**config.mk**
```make
export PLATFORM = sky130hd
export DESIGN_NAME = alu_issue_ctrl
export DESIGN_NICKNAME = d
export VERILOG_FILES = /design/src/rtl/alu_issue_ctrl.sv
export SDC_FILE = /design/constraint.sdc
export NUM_CORES = 1
export LEC_CHECK = 0
export ABC_AREA = 1
export CAP_MARGIN = 0
export CORE_MARGIN = 5
export CORE_UTILIZATION = 47
export CTS_CLUSTER_SIZE = 40
export DETAILED_ROUTE_END_ITERATION = 7
export PLACE_DENSITY = 0.83
export SETUP_SLACK_MARGIN = 0.3
export SLEW_MARGIN = 10
export SYNTH_ARGS = -nofsm -noshare
export SYNTH_HDL_FRONTEND = slang
export SYNTH_SLANG_ARGS = --single-unit
```
**constraint.sdc**
```tcl
create_clock -name clk -period 4 [get_ports clk]
set_input_delay 1.2 -clock clk [delete_from_list [all_inputs] [get_ports clk]]
set_output_delay 1.2 -clock clk [all_outputs]
set_load 0.01 [all_outputs]
```
**src/rtl/alu_issue_ctrl.sv**
```systemverilog
// Issue/sequencing controller for the 16-bit datapath ALU: decodes one instruction,
// drives the ALU from registers, captures its result and presents a writeback record.
module alu_issue_ctrl #(
  parameter int DATA_W = 16,
  parameter int IMM_W  = 6,
  parameter int PC_INC = 1
) (
  input  logic              clk,
  input  logic              rst,
  input  logic              flush,
  input  logic              in_valid,
  output logic              in_ready,
  input  logic [3:0]        in_op,
  input  logic [2:0]        in_funct,
  input  logic [2:0]        in_rd,
  input  logic [IMM_W-1:0]  in_imm,
  input  logic [DATA_W-1:0] in_pc,
  input  logic [DATA_W-1:0] in_rs_data,
  input  logic [DATA_W-1:0] in_rt_data,
  output logic [2:0]        alu_ctrl,
  output logic [DATA_W-1:0] alu_a,
  output logic [DATA_W-1:0] alu_b,
  input  logic [DATA_W-1:0] alu_result,
  input  logic              alu_zero,
  output logic              out_valid,
  input  logic              out_ready,
  output logic [2:0]        out_rd,
  output logic [DATA_W-1:0] out_data,
  output logic              out_wb_en,
  output logic              out_branch_taken,
  output logic [DATA_W-1:0] out_branch_target,
  output logic              out_illegal,
  output logic              busy
);

  typedef enum logic [1:0] {
    S_IDLE = 2'd0,
    S_EXEC = 2'd1,
    S_WB   = 2'd2
  } state_t;

  state_t r_state;
  state_t w_state_nxt;
  logic   w_accept;
  logic   w_capture;

  logic [DATA_W-1:0] w_sext;
  logic [DATA_W-1:0] w_target;
  logic [2:0]        w_dec_ctrl;
  logic [DATA_W-1:0] w_dec_a;
  logic [DATA_W-1:0] w_dec_b;
  logic              w_dec_wb;
  logic              w_dec_illegal;
  logic              w_dec_beq;
  logic              w_dec_bne;

  logic [2:0]        r_alu_ctrl;
  logic [DATA_W-1:0] r_alu_a;
  logic [DATA_W-1:0] r_alu_b;
  logic [2:0]        r_out_rd;
  logic [DATA_W-1:0] r_out_data;
  logic              r_out_wb_en;
  logic              r_out_taken;
  logic [DATA_W-1:0] r_out_target;
  logic              r_out_illegal;
  logic              r_is_beq;
  logic              r_is_bne;

  assign w_sext   = {{(DATA_W-IMM_W){in_imm[IMM_W-1]}}, in_imm};
  assign w_target = in_pc + DATA_W'(PC_INC) + w_sext;

  // Instruction decode into ALU control, operands and record attributes
  always_comb begin
    w_dec_ctrl    = 3'd0;
    w_dec_a       = in_rs_data;
    w_dec_b       = w_sext;
    w_dec_wb      = 1'b1;
    w_dec_illegal = 1'b0;
    w_dec_beq     = 1'b0;
    w_dec_bne     = 1'b0;
    case (in_op)
      4'b0000: begin w_dec_ctrl = in_funct; w_dec_b = in_rt_data; end
      4'b0001: w_dec_ctrl = 3'b000;
      4'b0010: w_dec_ctrl = 3'b001;
      4'b0011: w_dec_ctrl = 3'b101;
      4'b0100: w_dec_ctrl = 3'b110;
      4'b0101: w_dec_ctrl = 3'b111;
      4'b0110: begin
        w_dec_ctrl = 3'b001; w_dec_b = in_rt_data; w_dec_wb = 1'b0; w_dec_beq = 1'b1;
      end
      4'b0111: begin
        w_dec_ctrl = 3'b001; w_dec_b = in_rt_data; w_dec_wb = 1'b0; w_dec_bne = 1'b1;
      end
      default: begin
        w_dec_ctrl    = 3'b000;
        w_dec_a       = '0;
        w_dec_b       = '0;
        w_dec_wb      = 1'b0;
        w_dec_illegal = 1'b1;
      end
    endcase
    if (in_rd == 3'd0) begin
      w_dec_wb = 1'b0;
    end else begin
      w_dec_wb = w_dec_wb;
    end
  end

  // Next-state logic; flush aborts from any state, including a completing WB handshake
  always_comb begin
    w_state_nxt = r_state;
    w_accept    = 1'b0;
    w_capture   = 1'b0;
    if (flush) begin
      w_state_nxt = S_IDLE;
    end else begin
      case (r_state)
        S_IDLE: begin
          if (in_valid) begin
            w_state_nxt = S_EXEC;
            w_accept    = 1'b1;
          end else begin
            w_state_nxt = S_IDLE;
          end
        end
        S_EXEC: begin
          w_state_nxt = S_WB;
          w_capture   = 1'b1;
        end
        S_WB: begin
          if (out_ready) begin
            w_state_nxt = S_IDLE;
          end else begin
            w_state_nxt = S_WB;
          end
        end
        default: w_state_nxt = S_IDLE;
      endcase
    end
  end

  // State, operand and writeback-record registers
  always_ff @(posedge clk) begin
    if (rst) begin
      r_state       <= S_IDLE;
      r_alu_ctrl    <= 3'd0;
      r_alu_a       <= '0;
      r_alu_b       <= '0;
      r_out_rd      <= 3'd0;
      r_out_data    <= '0;
      r_out_wb_en   <= 1'b0;
      r_out_taken   <= 1'b0;
      r_out_target  <= '0;
      r_out_illegal <= 1'b0;
      r_is_beq      <= 1'b0;
      r_is_bne      <= 1'b0;
    end else begin
      r_state <= w_state_nxt;
      if (w_accept) begin
        r_alu_ctrl    <= w_dec_ctrl;
        r_alu_a       <= w_dec_a;
        r_alu_b       <= w_dec_b;
        r_out_rd      <= in_rd;
        r_out_wb_en   <= w_dec_wb;
        r_out_target  <= w_target;
        r_out_illegal <= w_dec_illegal;
        r_is_beq      <= w_dec_beq;
        r_is_bne      <= w_dec_bne;
      end
      if (w_capture) begin
        r_out_data  <= alu_result;
        r_out_taken <= (r_is_beq & alu_zero) | (r_is_bne & ~alu_zero);
      end
    end
  end

  assign in_ready          = (r_state == S_IDLE);
  assign busy              = (r_state != S_IDLE);
  assign out_valid         = (r_state == S_WB);
  assign alu_ctrl          = r_alu_ctrl;
  assign alu_a             = r_alu_a;
  assign alu_b             = r_alu_b;
  assign out_rd            = r_out_rd;
  assign out_data          = r_out_data;
  assign out_wb_en         = r_out_wb_en;
  assign out_branch_taken  = r_out_taken;
  assign out_branch_target = r_out_target;
  assign out_illegal       = r_out_illegal;

endmodule
```
# Yosys cells after proc, flatten, opt, wreduce, memory -nomap -nowiden
# Cells that the tools add are included.
# classes
addsub	2
eq_ne	9
muxes	16
n_bitwise	4
n_reduce_logical	10
# op_table
op	count
16-bit one-hot mux with 2 select lines	1
16-bit by 1-bit adder with 16-bit output, second input constant	1
16-bit adder	1
4-bit by 3-bit == test with 1-bit output, second input constant	4
16-bit 2-to-1 mux	1
3-bit one-hot mux with 5 select lines	1
1-bit 2-to-1 mux	11
4-bit by 2-bit == test with 1-bit output, second input constant	2
8-bit OR reduction	1
2-bit one-hot mux with 3 select lines	1
3-bit OR reduction	2
6-bit OR reduction	1
5-bit OR reduction	1
4-bit by 1-bit == test with 1-bit output, second input constant	1
4-bit logical NOT	1
3-bit logical NOT	1
1-bit bitwise AND	2
2-bit by 1-bit == test with 1-bit output, second input constant	1
2-bit == test, second input constant	1
2-bit logical NOT	1
2-bit 2-to-1 mux	1
2-bit nonzero test	1
2-bit OR reduction	1
1-bit inverter	1
1-bit OR	1
# word_totals
ff_bits	77
inputBits	86
wordCells	53

# Longest topological paths before layout
# depth
depth_word	4
depth_mapped	14
depth_no_buf	14

# Worst setup path after synthesis
# No wires, ideal clock.
# synth_path
path_type	input-to-reg
startpoint	in in_imm[0]
endpoint	reg r_out_target[8] (netlist: out_branch_target[8])
t_arrival_ns	2.455
setup_slack_ns	1.436
stages	13
cell_sequence	inv_1 > ha_1 > inv_1 > fa_1 > nand2_1 > nand2_1 > and2_1 > nand2_1 > nand2_1 > xnor2_1 > nand2_1 > nand2_1 > inv_1
# synth_between
elab_chain_len	1
# synth_lines
item	line_no	source
from (decl)	16	input logic [IMM_W-1:0] in_imm,
16-bit adder	70	assign w_target = in_pc + DATA_W'(PC_INC) + w_sext;
to (signal assigned)	165	r_out_target <= w_target;
to (decl)	64	logic [DATA_W-1:0] r_out_target;
# No other way between the ends.
# A chain may end at the register's enable or synchronous reset.

# Final worst setup path
# layout_path
startpoint	in in_imm[5]
endpoint	reg r_out_target[13] (netlist: out_branch_target[13])
# The elaborated chain is that of the path after synthesis.

==> impl_metrics.tcl <==
set metrics [dict create \
    synth_enable_flop_cells 0 \
    finalWorstSetupSlack_ns 1.01 \
    cts_max_path_buffers 2 \
    initial_core_util_pct 48.6 \
    synthArstFlopShare_pct 0 \
    drt-total-wl_um 11400 \
    root_buffer "clkbuf_8" \
    r2r-start "r_state[1]" \
    drc 0 \
    syn_nets 685 \
    port-buffer-count 161 \
    postSynthCellCount 583 \
    synth_area_leaders "dfxtp_1 (38%), nand2_1 (14%), inv_1 (8.9%)" \
    antenna_cells 0 \
    post_cts_buffers 0 \
    dp.cells 828 \
    status "complete, no violations" \
    fin_nets 836 \
    via_count 4150 \
    required_ns 4.23 \
    antenna_found_initial 0 \
    utilization_pct 70.5 \
    gp_congestion 0.892 \
    worst-r2r-setup-slack_ns 2.15 \
    drt_first_pass_iters 5 \
    final_cell_count_no_fill 844 \
    yosys_warnings 0 \
    p_per_area_nw_per_um2 310 \
    ir_drop_uv 176 \
    synth_cell_types 36 \
    cts_made_buffers 9 \
    hold_path_end "out_data[15]" \
    r2r_end "r_is_bne" \
    worst_slew_pin_slew_ns 0.661 \
    ys_seq_elements 77 \
    cts_resized 0 \
    endpoint_kind "register" \
    core_area_um2 8260 \
    hpwl_um 8790 \
    slew_headroom_pct 55.9 \
    start_kind "input pin" \
    netlist_area_um2 4010 \
    worstHoldPathType "reg -> reg" \
    die_h_um 102 \
    fin_worst_skew_ns 0.00359 \
    min_path_cells 2 \
    ff2ff_path_depth 6 \
    cts_tree "built" \
    grt-ovfl-total 0 \
    rows 33 \
    grt_max_degree 54 \
    die-area_um2 10500 \
    vias_per_cell 4.92 \
    crit_arrival_ns 3.22 \
    cts.clk_slew.worst_paths_ns 0.08 \
    synth_top_area_cell "dfxtp_1" \
    gr-usage-all-layers_pct 21.8 \
    hold_path_startpoint "out_data[15]" \
    critPathKind "in -> reg" \
    cts_max_level 3 \
    holdBufCountCts 0 \
    hold_violations 0 \
    rsz0062_at_grt "no" \
    wl_per_cell_um 13.6 \
    num_io_pins 162 \
    avgSynthCellArea_um2 6.88 \
    ant_nets 0 \
    post-route-period-util_pct 74.7 \
    drtIter0Drc 146 \
    max_freq_mhz 335 \
    synth_ff_type "dfxtp_1" \
    grt_pass1_wl_um 18400 \
    yosysMostFrequentCell "nand2_1" \
    tns_ns 0 \
    grt_pass1_vias 3994 \
    insertion_delay_ns 0.33 \
    finalMaxSlewViolations 0 \
    p_leak_nw 2.64 \
    fp.dieW_um 102 \
    drive_above_1_share_pct 5.01 \
    fin_crit_ns 2.99 \
    area_delta_synth_final_pct 45.2 \
    dp_slack_ns 0.686 \
    path_max_fanout 12 \
    yosysTopAreaCellShare_pct 38.4 \
    holdWs_ns 0.451 \
    drv_cap 0 \
    synthTopCellsByCount "nand2_1 (151), inv_1 (95), dfxtp_1 (77), nor2_1 (51), a21oi_1 (44)" \
    ys_seq_area_share_pct 38.4 \
    setup_viol 0 \
    cts.sink_count 77 \
]
## worst max-delay path: stages
cell             delay [ns]
clkdlybuf4s50_1        0.68
ha_1                   0.54
nand2_1                0.17
nor3_1                 0.24
nand2_1                0.10
nand3_1                0.10
nand3_1                0.08
nand2_1                0.08
inv_1                  0.03
## worst max path at each step
stage               startpoint                     to  slack [ns]  cells past startpoint
detailed placement   in_imm[5]  out_branch_target[13]        0.69                     12
global placement     in_imm[5]  out_branch_target[15]        0.77                     11
global route         in_imm[5]  out_branch_target[15]        0.80                     11
floorplan            in_imm[0]   out_branch_target[8]        1.44                     13
finish               in_imm[5]  out_branch_target[13]        1.01                      9
CTS                  in_imm[5]  out_branch_target[13]        1.05                     12
## where the power goes
group          switching (mW)  total, mW  internal [mW]
clock network           0.277      0.521          0.244
logic                   0.225      0.457          0.231
registers              0.0200      0.827          0.807
## per-stage QoR
| step | instance area [um2] | power (mW) |
|---|---|---|
| after floorplan | 4010 | 1.08 |
| after global placement | 5650 | 1.29 |
| after detailed placement | 5650 | 1.30 |
| after CTS | 5820 | 1.82 |
| after global routing | 5820 | 1.91 |
| final | 5820 | 1.80 |
## kinds of logic (layout without fill, tap and decap cells)
| family | after synthesis | count (layout) | synth area share, % |
|---|---|---|---|
| AOI/OAI and AO/OA | 116 | 116 | 17.3 |
| DFF | 77 | 77 | 38.4 |
| adders and majority gates | 16 | 16 | 5.18 |
| buffers and inverters | 126 | 282 | 13.0 |
| and+or+nand+nor | 241 | 241 | 24.5 |
| xor gates and xnor gates | 7 | 7 | 1.53 |
## cell usage in the layout, fill, tap and decap left out, types with 2 or more instances in the layout
cell type / Yosys / layout
clkbuf_8: 0 / 10
o21ai_4: 2 / 2
clkbuf_1: 7 / 3
inv_2: 6 / 6
o21ai_1: 28 / 28
a211oi_2: 2 / 2
nor2_1: 51 / 51
a211oi_1: 3 / 3
a21oi_1: 44 / 44
inv_1: 95 / 95
nor3_1: 5 / 5
a31o_1: 15 / 15
clkdlybuf4s50_1: 0 / 161
nand2_1: 151 / 151
o21ai_0: 17 / 17
buf_4: 2 / 3
xor2_1: 4 / 4
nor2_4: 2 / 2
ha_1: 15 / 15
nor2_2: 2 / 2
dfxtp_1: 77 / 77
xnor2_1: 3 / 3
nand2_2: 4 / 4
nand3_1: 21 / 21
## routing by layer
metal | up-vias | track usage [%] | part of all wire, %
met2 | 153 | 39.3 | 49
met3 | 21 | 2.73 | 7.0
met4 | 0 | 7.47 | 2.2
li1 | 2128 | - | -
met1 | 1848 | 26.7 | 42
met5 | - | 0 | 0
## layout make-up
class | instances | area, um2
multi-input combinational | 380 | 1950
sequential | 77 | 1540
clock buffer | 13 | 149
tap | 105 | 131
fill | 688 | 2440
inverter | 101 | 379
timing repair buffer | 165 | 1650
clock inverter | 3 | 21.3
## sequential cells by signal (all words and copies together) (netlist names)
name               count
out_branch_target     16
alu_ctrl               3
r_is_bne               1
out_wb_en              1
alu_a                 16
out_illegal            1
out_branch_taken       1
out_data              16
out_rd                 3
r_is_beq               1
r_state                2
alu_b                 16
Power figures use the tool's default switching activity.
